`src/rtl/fa16_rev_driver.sv`:
```
// Single-rail to dual-rail front end and result collector for the 16-bit reversible adder.
// Drives an evaluate code for SETTLE_CYCLES, captures and rail-checks the result, then spaces with null.
module fa16_rev_driver #(
  parameter int SETTLE_CYCLES = 4,
  parameter int NULL_CYCLES   = 2
) (
  input  logic        clk,
  input  logic        rst_n,
  // operand handshake
  input  logic        in_valid,
  output logic        in_ready,
  input  logic [15:0] in_a,
  input  logic [15:0] in_b,
  input  logic        in_cin,
  // dual-rail drive to the adder
  output logic [15:0] a,
  output logic [15:0] a_not,
  output logic [15:0] b,
  output logic [15:0] b_not,
  output logic        c0_f,
  output logic        c0_f_not,
  // dual-rail returns from the adder
  input  logic [15:0] s,
  input  logic [15:0] s_not,
  input  logic [15:0] a_b,
  input  logic [15:0] a_not_b,
  input  logic        c15,
  input  logic        c15_not,
  input  logic        c0_b,
  input  logic        c0_not_b,
  input  logic        z,
  input  logic        z_not,
  // result handshake
  output logic        out_valid,
  input  logic        out_ready,
  output logic [15:0] out_sum,
  output logic        out_cout,
  output logic        out_zero,
  output logic        out_err,
  output logic [7:0]  err_cnt
);

  typedef enum logic [1:0] {
    ST_IDLE,
    ST_EVAL,
    ST_SPACER,
    ST_RESP
  } state_e;

  typedef struct packed {
    logic [15:0] a;
    logic [15:0] a_not;
    logic [15:0] b;
    logic [15:0] b_not;
    logic        c0_f;
    logic        c0_f_not;
  } rails_t;

  typedef struct packed {
    logic [15:0] sum;
    logic        cout;
    logic        zero;
    logic        err;
  } result_t;

  // The counter runs from (window-1) down to 0, so it only needs to hold the larger window minus one.
  localparam int CNT_MAX = (SETTLE_CYCLES > NULL_CYCLES) ? SETTLE_CYCLES : NULL_CYCLES;
  localparam int CNT_W   = (CNT_MAX > 1) ? $clog2(CNT_MAX) : 1;
  localparam logic [CNT_W-1:0] SETTLE_LOAD = CNT_W'(SETTLE_CYCLES - 1);
  localparam logic [CNT_W-1:0] NULL_LOAD   = CNT_W'(NULL_CYCLES - 1);

  state_e           state_q, state_d;
  logic [CNT_W-1:0] cnt_q,   cnt_d;
  rails_t           rails_q, rails_d;
  result_t          res_q,   res_d;
  logic [7:0]       err_cnt_q, err_cnt_d;
  logic             rail_err;

  // Bit 0 of the backward A copy is excluded: the macro ties its internal a0 to constant 0.
  assign rail_err = ((s ^ s_not) != 16'hFFFF)
                 || (c15 == c15_not)
                 || (z == z_not)
                 || ((a_b ^ a_not_b) != 16'hFFFF)
                 || (a_b[15:1] != rails_q.a[15:1])
                 || (c0_b != rails_q.c0_f)
                 || (c0_b == c0_not_b);

  // NOTE: every variable gets its hold value first so no path through the case leaves one unassigned (no latch).
  always_comb begin
    state_d   = state_q;
    cnt_d     = cnt_q;
    rails_d   = rails_q;
    res_d     = res_q;
    err_cnt_d = err_cnt_q;

    unique case (state_q)
      ST_IDLE: begin
        if (in_valid) begin
          rails_d = '{a: in_a, a_not: ~in_a, b: in_b, b_not: ~in_b,
                      c0_f: in_cin, c0_f_not: ~in_cin};
          cnt_d   = SETTLE_LOAD;
          state_d = ST_EVAL;
        end
      end

      ST_EVAL: begin
        if (cnt_q == '0) begin
          res_d = '{sum: s, cout: c15, zero: z, err: rail_err};
          if (rail_err && (err_cnt_q != 8'hFF)) begin
            err_cnt_d = err_cnt_q + 8'd1;
          end
          rails_d = '0;
          cnt_d   = NULL_LOAD;
          state_d = ST_SPACER;
        end else begin
          cnt_d = cnt_q - CNT_W'(1);
        end
      end

      ST_SPACER: begin
        if (cnt_q == '0) begin
          state_d = ST_RESP;
        end else begin
          cnt_d = cnt_q - CNT_W'(1);
        end
      end

      ST_RESP: begin
        if (out_ready) begin
          state_d = ST_IDLE;
        end
      end

      default: state_d = ST_IDLE;
    endcase
  end

  // NOTE: state registers use non-blocking assignment so every flop samples pre-edge values.
  always_ff @(posedge clk or negedge rst_n) begin
    if (!rst_n) begin
      state_q   <= ST_IDLE;
      cnt_q     <= '0;
      rails_q   <= '0;
      res_q     <= '0;
      err_cnt_q <= '0;
    end else begin
      state_q   <= state_d;
      cnt_q     <= cnt_d;
      rails_q   <= rails_d;
      res_q     <= res_d;
      err_cnt_q <= err_cnt_d;
    end
  end

  assign a        = rails_q.a;
  assign a_not    = rails_q.a_not;
  assign b        = rails_q.b;
  assign b_not    = rails_q.b_not;
  assign c0_f     = rails_q.c0_f;
  assign c0_f_not = rails_q.c0_f_not;

  assign in_ready  = (state_q == ST_IDLE);
  assign out_valid = (state_q == ST_RESP);
  assign out_sum   = res_q.sum;
  assign out_cout  = res_q.cout;
  assign out_zero  = res_q.zero;
  assign out_err   = res_q.err;
  assign err_cnt   = err_cnt_q;

endmodule

```
`config.mk`:
```
export PLATFORM = sky130hd
export DESIGN_NAME = fa16_rev_driver
export DESIGN_NICKNAME = d
export VERILOG_FILES = /design/src/rtl/fa16_rev_driver.sv
export SDC_FILE = /design/constraint.sdc
export NUM_CORES = 1
export LEC_CHECK = 0
export CAP_MARGIN = 20
export CORE_MARGIN = 4
export CORE_UTILIZATION = 30
export CTS_CLUSTER_SIZE = 8
export DETAILED_ROUTE_END_ITERATION = 6
export SLEW_MARGIN = 20
export SYNTH_ARGS = -nofsm -noshare
export SYNTH_HDL_FRONTEND = slang
export SYNTH_SLANG_ARGS = --single-unit
export TNS_END_PERCENT = 50
```
`constraint.sdc`:
```
create_clock -name clk -period 4 [get_ports clk]
set_input_delay 0.6 -clock clk [delete_from_list [all_inputs] [get_ports clk]]
set_output_delay 0.6 -clock clk [all_outputs]
set_load 0.01 [all_outputs]
```
After elaboration in Yosys (flattened, before gate mapping)
Index checks and enable logic that the tools add are counted.

Word-level logic and storage cells: 64. Output and inout port bits: 95. Bits in registers: 97.

Eq/ne operators: 16. Add/sub/neg operators: 2. Bitwise logic cells: 5. Reduce and logical (&&, ||, !) cells: 16. Mux-type cells: 12.

Operators with widths (number): two-way mux 66 bit (2); one-hot mux 66 bit (2 select lines) (1); inequality test 16 bit, second input constant (2); NOT 16 bit (2); bitwise XOR 16 bit (2); inequality test 15 bit (1); two-way mux 2 bit (7); AND reduction 3 bit (3); adder 8 x 1 -> 8 bit, second input constant (1); inequality test 2 bit, second input constant (4); inequality test 8 bit, second input constant (1); one-hot mux 2 bit (4 select lines) (1); logical OR 1 bit (6); one-hot mux 2 bit (3 select lines) (1); == test 2 bit, second input constant (2); logical NOT 2 bit (2); AND reduction 4 bit (1); == test 1 bit (3); nonzero test 3 bit (1); == test 2 x 1 -> 1 bit, second input constant (1); inequality test 2 x 1 -> 1 bit, second input constant (1); AND reduction 2 bit (1); nonzero test 2 bit (1); subtractor 2 x 1 -> 2 bit, second input constant (1); 3 further kinds (3).

Logic depth before layout (Yosys ltp)
Gate-level depths: netlist (run 1).

Word-level depth: 10. Mapped depth: 9. Depth with buffers taken out: 7.

Worst setup path before layout (run 1)
Ideal clock, no wire load.

Kind: input to register. Start: input a_b[13]. End: register err_cnt_q[1] (netlist: err_cnt[1]). Setup slack: 2.039 ns. Arrival: 1.836 ns. Library setup time: 0.125 ns. Stages on the path: 6. Cells stage by stage: xor2_1 -> nand4_1 -> nor4_2 -> nand4_2 -> and2_4 -> mux2_4.

Word-level cells in the longest chain between the ends: 8. Elaborated cells between the ends (all ways): 9.

Ends and longest elaborated chain: start: declaration (line 25) `input logic [15:0] a_b,`; bitwise XOR 16 bit (line 83) `|| ((a_b ^ a_not_b) != 16'hFFFF)`; inequality test 16 bit (line 83); logical OR 1 bit (line 83); logical OR 1 bit * (line 84) `|| (a_b[15:1] != rails_q.a[15:1])`; logical OR 1 bit * (line 85) `|| (c0_b != rails_q.c0_f)`; logical OR 1 bit * (line 86) `|| (c0_b == c0_not_b);`; logical AND 1 bit * (line 109) `if (rail_err && (err_cnt_q != 8'hFF)) begin`; AND reduction 3 bit (no line) *; end signal: assignment (line 151) `err_cnt_q <= err_cnt_d;`; end: declaration (line 76) `logic [7:0] err_cnt_q, err_cnt_d;`.

Mark *: on every way between the ends. The rest lies on a longest branch, timed or not. A chain may end at the register's enable or synchronous reset.

Worst setup path after layout (run 1)
Start: input a_not_b[4]. End: register err_cnt_q[1] (netlist: err_cnt[1]).

Word-level cells in the longest chain between the ends: 8.

Ends and longest elaborated chain: start: declaration (line 26) `input logic [15:0] a_not_b,`; bitwise XOR 16 bit (line 83); inequality test 16 bit (line 83); logical OR 1 bit (line 83); logical OR 1 bit (line 84); logical OR 1 bit (line 85); logical OR 1 bit (line 86); logical AND 1 bit (line 109); AND reduction 3 bit (no line).

No other way between the ends.

==> results of run 1 <==
-- cell type report --
type	instances	share of cell area
antenna	1	0.000353
sequential	97	0.342
inverter	5	0.00265
clock buffer	9	0.0318
clock inverter	7	0.0143
tap	184	0.0325
multi-input combinational	310	0.286
timing repair buffer	206	0.290
-- flip-flops by register name (all words and copies together), names as in the netlist --
name and cells:
cnt_q 2, b_not 16, out_err 1, out_cout 1, a_not 16, out_sum 16, state_q 2, b 16
a 16, c0_f 1, out_zero 1, c0_f_not 1, err_cnt 8
-- routing by layer --
metal | vias up | GRT usage
met5 | - | 0
met4 | 0 | 0.0490
met3 | 10 | 0.0661
met2 | 154 | 0.255
met1 | 1773 | 0.195
li1 | 1882 | -
-- cell usage in the layout, fill, tap and decap left out, types with 9 or more instances in the layout --
| master | synthesis | routed |
|---|---|---|
| clkdlybuf4s50_1 | 0 | 200 |
| dfrtp_1 | 97 | 97 |
| nand2_1 | 74 | 74 |
| nand2b_1 | 36 | 36 |
| o31ai_1 | 33 | 33 |
| xor2_1 | 31 | 31 |
| o21ai_0 | 29 | 29 |
| mux2_2 | 20 | 20 |
| xnor2_1 | 17 | 17 |
| nor2_1 | 12 | 12 |
| nand4_1 | 11 | 11 |
| clkbuf_16 | 0 | 9 |
-- worst reg2reg max path: stages, from the launching register on --
cell and delay (ps):
dfrtp_1 450, nor3b_1 220, o22ai_1 110, a221oi_1 590
nand4_2 360, and2_4 290, mux2_4 290
-- cell usage after synthesis, types with 7 or more instances --
cell type  number  share of area
buf_2           7         0.0077
clkbuf_1       17          0.014
dfrtp_1        97           0.53
ha_1            7          0.019
mux2_2         20          0.049
nand2_1        74          0.061
nand2b_1       36          0.049
nand3_1         7         0.0077
nand4_1        11          0.015
nor2_1         12         0.0099
o21ai_0        29          0.032
o31ai_1        33          0.054
xnor2_1        17          0.033
xor2_1         31          0.059
-- worst paths after layout --
kind,cells after the start,endpoint,slack [ps],start
worst max-delay path,7,err_cnt[1],1330,a_not_b[4]
worst min-delay path,1,b[3],300,rst_n
worst max register to register,6,err_cnt[1],1570,a[4]
worst min register to register,2,c0_f_not,480,c0_f_not
max in group asynchronous,2,err_cnt[0],2900,rst_n
min in group clk,2,c0_f_not,480,c0_f_not
-- power breakdown --
group	switching (mW)	total (mW)	internal [mW]
Clock	0.392	0.947	0.555
Combinational	1.23	2.54	1.31
Sequential	0.292	1.73	1.43
-- per-stage QoR --
stage | area, sq um | hold slack [ps]
global route | 7090 | 356
finish | 7090 | 304
CTS | 7090 | 326
floorplan | 4570 | 304
detailed placement | 6760 | 466
global placement | 6760 | 460
-- cell families after synthesis --
kind of cell    count (synthesis)
mux                            21
fa+ha+maj                       7
compound gates                 76
flops                          97
simple gates                  158
buf+inv                        29
xor+xnor                       48
==> reports/metrics.yaml, run 1 <==
ys_types: 32
grt.total_usage: 0.159
wl_microns: 13500
synth_compound_area_frac: 0.105
critical-path-top-delay-family: "simple AND/OR/NAND/NOR gates"
gp_congestion: 0.775
ys_ff_latch: 97
met1_length_microns: 5900
ir_worst_vdd_mv: 0.406
synth_top_family_by_area: "simple AND/OR/NAND/NOR gates"
rows: 44
regArea_sq_um: 2430
avgViaCountPerCell: 4.66
cts-htree-levels: 3
cts_setup_buffers: 0
finalNonFillerCells: 819
wl_met3_microns: 1250
cp_max_fo: 8
p_leak_nw: 2.95
dp_hpwl_microns: 10300
yosysWarnings: 0
finalCritPeriodShare: 0.668
final_util: 0.482
totalNegativeSetupSlack_ps: 0
grt_max_degree: 133
max_slew_margin: 0.522
synth-edff-count: 0
cts.sinks: 97
final_max_slew_viol_count: 0
power_density_nw_per_um2: 735
insertion_delay_ps: 350
dieWidth_microns: 131
remaining_drc_errors: 0
max_freq_mhz: 374
fin_crit_ps: 2670
dp.cells: 802
synth_area_per_cell_sq_um: 10.5
via_count: 3819
finalClockSkew_ps: 7.43
synthXorXnorAreaFrac: 0.0920
drt_iter0_markers: 189
critical_path.max_stage_delay_ps: 590
start_util: 0.311
outcome: "completed"
start_kind: "input port"
die_area_sq_um: 17300
overflow: 0
yosys.area_share.adder: 0.0192
core_region_area_sq_um: 14700
grt_pass1_vias: 3988
ant_nets: 0
setup_slack_ps: 1330
worstHoldPathType: "in -> async"
yosys.area_share.simple: 0.174
dieHeight_microns: 131
finalSetupViolCount: 0
grt_pass1_wl_microns: 22100
worst_pin_slew_ps: 717
rsz0062_at_grt: "no"
cp-end-kind: "flop"
syn_inst: 436
slowest_stage: "a221oi_1"
clk_pin_slew_ps: 70
area_delta_synth_final_pct: 55.2
hold_viol: 0
critPathBufInv: 1
antenna_found_initial: 1
drt-pass1-iter-count: 4
root_buffer: "clkbuf_16"
multi_input_area_sq_um: 2030
ys_seq_area_frac: 0.531
ios: 202
clock_path_buffers: 2
crit_type: "in -> reg"
ctsResizeCount: 0
dr_wl_met2_microns: 6220
routed.top_layer: "met4"
fillers: 1373
critical_path_required_ps: 4230
power.total_mw: 5.21
cts_hold_buf: 0
synth_mux_area_frac: 0.0526
numCtsBuffers: 9
path_cells: "clkdlybuf4s50_1 > nor3b_1 > o22ai_1 > a221oi_1 > nand4_2 > and2_4 > mux2_4"
synth-main-ff-cell: "dfrtp_1"
arrival_ps: 2900
routedWlPerCell_microns: 16.5
drv_cap: 0
cts_tree: "yes"
synth_async_sr_flop_share: 1.00
io_buffers: 201
nets: 743
syn-num-nets: 550
dp_worst_setup_slack_ps: 1060
layout-drive-gt1-share: 0.0773
synth_area_sq_um: 4570
No activity file was read; power rests on OpenSTA's default activity.
==> run 2, diff against run 1 <==
Clock period 4 ns to 2.3 ns, I/O delays scaled along.
==> run 2 against run 1 <==
Worst hold slack lost 280 ps. Critical endpoint unchanged. Clock power grew 40%. First-iteration DRC count shrank 30%. Wire length grew 2.8%. Setup slack lost 1100 ps. Cell area shrank 0.49%. Critical path depth is the same. Largest cell class unchanged. Clock skew is essentially flat.
==> reports/metrics.yaml, run 2 (synthesis results as in run 1) <==
outcome: "completed"
cts-htree-levels: 3  # unchanged
remaining_drc_errors: 0  # unchanged
clk_pin_slew_ps: 60  # about the same
max_slew_margin: 0.575  # +0.0533
avgViaCountPerCell: 4.68  # +0.35%
power.switching_mw: 3.28  # +72%
setup.worst_path.start: "a_b[6]"
grt.total_usage: 0.163  # +0.00466
cp_max_fo: 2  # -6
arrival_ps: 2340  # -560 ps
io_buffers: 201  # unchanged
worst_pin_slew_ps: 637  # -79.9 ps
final_max_slew_viol_count: 0  # unchanged
final_common_cell: "clkdlybuf4s50_1"
ctsResizeCount: 0  # unchanged
setup_slack_ps: 185  # -1140 ps
gp_congestion: 0.771  # -0.52%
internal_power_mw: 5.52  # +67%
power_density_nw_per_um2: 1250  # +70%
ios: 202  # unchanged
r2r-start: "a[4]"
cts.sinks: 97  # unchanged
start_util: 0.311  # unchanged
dieWidth_microns: 131  # unchanged
routedWlPerCell_microns: 17.0  # +2.6%
numCtsBuffers: 9  # unchanged
cts_setup_buffers: 0  # unchanged
crit_type: "in -> reg"
ant_nets: 0  # unchanged
pwr-share-clk: 0.152  # -0.030
finalClockSkew_ps: 7.42  # -0.0110 ps
finalSetupViolCount: 0  # unchanged
finalCritPeriodShare: 0.920
dp_hpwl_microns: 10700  # +3.2%
max_freq_mhz: 473
ff2ff_path_depth: 7  # +1
cts_tree: "yes"
dp_worst_setup_slack_ps: -238  # -1290 ps
via_count: 3837  # +0.47%
critical_path_required_ps: 2530  # -1700 ps
antenna_found_initial: 0  # -1
insertion_delay_ps: 340  # about the same
rsz0062_at_grt: "no"
worstHoldPathType: "in -> async"
core_region_area_sq_um: 14700  # unchanged
grt_max_degree: 121  # -9.0%
die_area_sq_um: 17300  # unchanged
antenna_cells: 0  # -1
grt_pass1_wl_microns: 22500  # +1.8%
clock_path_buffers: 2  # unchanged
cp-end-kind: "flop"
switching_share: 0.373  # +0.00671
p_leak_nw: 2.94  # -0.33%
cts_hold_buf: 0  # unchanged
area_delta_synth_final_pct: 54.5
fin_crit_ps: 2120
finalNonFillerCells: 820  # +0.12%
grt_pass1_vias: 4126  # +3.5%
root_buffer: "clkbuf_16"
ir_worst_vdd_mv: 1.08  # +170%
overflow: 0  # unchanged
wl_microns: 13900  # +2.8%
p_comb_frac: 0.504  # +0.017
dieHeight_microns: 131  # unchanged
p_seq_frac: 0.345  # +0.014
start_kind: "input port"
final_cell_mix: "clkdlybuf4s50_1 (200), dfrtp_1 (97), nand2_1 (74)"
drt_iter0_markers: 132  # -30%
drv_cap: 0  # unchanged
rows: 44  # unchanged
hold_viol: 0  # unchanged
nets: 747  # +0.54%
dp.cells: 806  # +0.50%
layout-drive-gt1-share: 0.0786  # +0.00133
drt-pass1-iter-count: 4  # unchanged
run 2: changes by cell type in the layout (fill, tap and decap cells not counted):
cell,previous run,this run
inv_6,1,0
diode_2,1,0
bufinv_16,2,0
inv_8,1,0
clkinv_2,1,3
clkinv_4,1,0
clkbuf_1,0,1
buf_12,1,2
buf_4,5,8
run 2: routing by layer:
layer  wire length (microns)  global-route usage  up-vias
li1                        -                   -     1888
met1                    5910               0.199     1781
met2                    6490               0.265      154
met3                    1230              0.0608       14
met4                     272              0.0607        0
met5                       0                   0        -
run 2: path summary, 6_finish.rpt:
path,slack [ps],to
max in group asynchronous,1600,a_not[2]
hold reg to reg,480,a_not[14]
hold / removal,30,b[0]
setup reg to reg,200,err_cnt[1]
min in group clk,480,a_not[14]
setup / recovery,180,err_cnt[1]
run 2: through the flow:
step           setup TNS, ps   util  power (mW)  hold WS, ps  area, sq um
6_report                   0  0.480        8.80         27.8         7060
2_1_floorplan              0      -        5.25         49.4         4570
3_3_place_gp            -962  0.463        7.46          411         6800
3_5_place_dp           -1240  0.463        7.58          426         6800
5_1_grt                    0  0.480        9.48         79.2         7060
4_1_cts                    0  0.480        8.97         50.8         7060
run 2: cell type report:
cell class,instances,area [sq um]
multi-input combinational,310,2030
inverter,5,18.8
fill,1369,7640
sequential,97,2430
tap,184,230
clock inverter,4,22.5
timing repair buffer,210,2100
clock buffer,10,229
run 2: power groups by stage:
stage	sequential, mW	clock (mW)	combinational (mW)
3_3_place_gp	3.03	0	4.43
5_1_grt	3.14	1.45	4.89
4_1_cts	3.05	1.39	4.52
2_1_floorplan	3.28	0	1.97
6_report	3.03	1.33	4.43
3_5_place_dp	3.07	0	4.51
run 2: worst max-delay path, cell delays in order:
cell,delay [ps]
clkdlybuf4s50_1,460
xnor2_1,350
nand4_1,210
nor4_2,340
nand4_2,150
and2_4,190
mux2_4,290
==> run 3, diff against run 2 <==
Settings changed: CORE_UTILIZATION 30 to 36, PLACE_DENSITY set to 0.73, RECOVER_POWER set to 100.
==> run 3 against run 2 <==
Critical path type unchanged. Critical endpoint is now out_err. Clock-buffer cell count unchanged. Sequential share of layout area shrank 0.48 points. Register-to-register slack better by 110 ps. Core utilization grew 11 points. Total power increased by 0.33%. Sequential cell count unchanged. Worst hold slack improved by 440 ps. Global-route usage up 3.1 points.
==> reports/metrics.yaml, run 3 (synthesis results as in run 1) <==
outcome: "completed"
holdPathStages: 2
rsz0062_at_grt: "no"
path_cells: "clkdlybuf4s50_1 > nor3b_1 > buf_4 > o22ai_1 > a221oi_1 > buf_4 > nand4_2 > clkbuf_1 > mux2_2"
dp_worst_setup_slack_ps: -164  # +74.5 ps
crit_path_frequent_cell: "buf_4"
clock_path_buffers: 2  # unchanged
slowest_stage: "clkdlybuf4s50_1"
clk_pin_slew_ps: 70  # about the same
max_slew_margin: 0.341  # -0.234
power_density_nw_per_um2: 1230  # -1.1%
cts_tree: "yes"
grt_pass1_vias: 4097  # -0.70%
multi_input_area_sq_um: 2020  # -0.31%
ir_worst_vdd_mv: 0.667  # -38%
core_region_area_sq_um: 12200  # -17%
grt.total_usage: 0.194  # +0.0306
antenna_cells: 0  # unchanged
ant_nets: 0  # unchanged
start_kind: "input port"
drv_cap: 0  # unchanged
regArea_sq_um: 2430  # unchanged
area_delta_synth_final_pct: 56.6
numCtsBuffers: 9  # unchanged
cp-end-kind: "flop"
p_leak_nw: 3.13  # +6.6%
insertion_delay_ps: 340  # about the same
avgViaCountPerCell: 4.87  # +4.1%
remaining_drc_errors: 0  # unchanged
final_cell_mix: "clkdlybuf4s50_1 (105), dfrtp_1 (97), dlygate4sd3_1 (96)"
ctsResizeCount: 0  # unchanged
finalClockSkew_ps: 5.09  # -2.32 ps
fin_area_sq_um: 7160  # +1.4%
critical_path_required_ps: 2530  # about the same
grt_max_degree: 85  # -30%
worstHoldPathType: "reg -> reg"
max_freq_mhz: 479  # +1.3%
die_area_sq_um: 14600  # -16%
final_common_cell: "clkdlybuf4s50_1"
cts.sinks: 97  # unchanged
cts_setup_buffers: 0  # unchanged
via_count: 3964  # +3.3%
start_util: 0.374  # +0.0633
finalCritPeriodShare: 0.908  # -0.0118
gp_congestion: 0.877  # +14%
drt_iter0_markers: 123  # -6.8%
io_buffers: 201  # unchanged
fillers: 1055  # -23%
wl_microns: 14000  # +0.64%
rows: 40  # -9.1%
dieHeight_microns: 121  # -8.2%
totalNegativeSetupSlack_ps: 0  # unchanged
nets: 756  # +1.2%
ff2ff_path_depth: 8  # +1
grt_pass1_wl_microns: 22000  # -2.4%
cp_max_fo: 7  # +5
power.total_mw: 8.83  # +0.33%
ios: 202  # unchanged
crit_type: "in -> reg"
final_max_slew_viol_count: 0  # unchanged
setup_slack_ps: 212  # +27.2 ps
overflow: 0  # unchanged
critical_path.max_stage_delay_ps: 490  # +30 ps
worst_pin_slew_ps: 989  # +351 ps
layout-drive-gt1-share: 0.0882  # +0.00962
drt-pass1-iter-count: 5  # +1
routedWlPerCell_microns: 17.2  # +1.4%
dp_hpwl_microns: 10800  # +0.99%
arrival_ps: 2320  # -20 ps
fin_crit_ps: 2090  # -27.2 ps
finalSetupViolCount: 0  # unchanged
dp.cells: 798  # -0.99%
hold_viol: 0  # unchanged
place_area_sq_um: 6860  # +0.77%
dieWidth_microns: 121  # -8.2%
root_buffer: "clkbuf_16"
cts-htree-levels: 3  # unchanged
antenna_found_initial: 0  # unchanged
finalNonFillerCells: 814  # -0.73%
run 3: cell count changes in the layout (fill, tap and decap cells not counted), sizes merged:
cell,before,now
clkdlybuf4s50,200,105
clkbuf,10,16
clkinvlp,1,2
dlygate4sd3,0,96
clkinv,3,1
bufinv,0,2
buf,10,12
run 3: worst paths after layout:
check,from,to,slack (ps)
min in group asynchronous,rst_n,out_sum[14],710
worst min-delay path,b_not[15],b_not[15],470
worst max-delay path,a_not_b[4],out_err,210
worst max register to register,a[4],out_err,310
max in group asynchronous,rst_n,err_cnt[5],360
worst min register to register,b_not[15],b_not[15],470
run 3: per-layer routing:
| layer | wire length, microns | vias to the layer above | track usage |
|---|---|---|---|
| met4 | 268 | 0 | 0.0673 |
| met3 | 1350 | 19 | 0.0678 |
| met5 | 0 | - | 0 |
| li1 | - | 1914 | - |
| met2 | 6870 | 154 | 0.337 |
| met1 | 5500 | 1877 | 0.221 |
run 3: report_power, final:
group	leakage [nW]	internal, mW	switching, mW
combinational	1.78	2.08	2.15
clock	0.151	0.974	0.637
sequential	1.20	2.49	0.490
run 3: area by class of cell:
class / count / share of cell area
Sequential cell: 97 / 0.339
Timing Repair Buffer: 219 / 0.302
Multi-Input combinational cell: 310 / 0.282
Clock buffer: 10 / 0.0334
Tap cell: 168 / 0.0294
Clock inverter: 5 / 0.0112
Inverter: 5 / 0.00262
run 3: timing repair:
action                     4_1_cts  5_1_grt
hold buffers                     1        0
hold endpoints to repair        34        0
setup endpoints to repair        0        0
run 3: critical path: cells and delay by family:
family	cells	cell delay (ps)
buf+inv	4	1020
simple gates	2	340
mux	1	290
compound gates	2	300
run 3: stage by stage:
stage / util / hold WS (ps)
5_1_grt: 0.586 / 490
3_3_place_gp: 0.561 / 349
4_1_cts: 0.588 / 481
3_5_place_dp: 0.561 / 360
6_report: 0.586 / 471
2_1_floorplan: - / 49.4
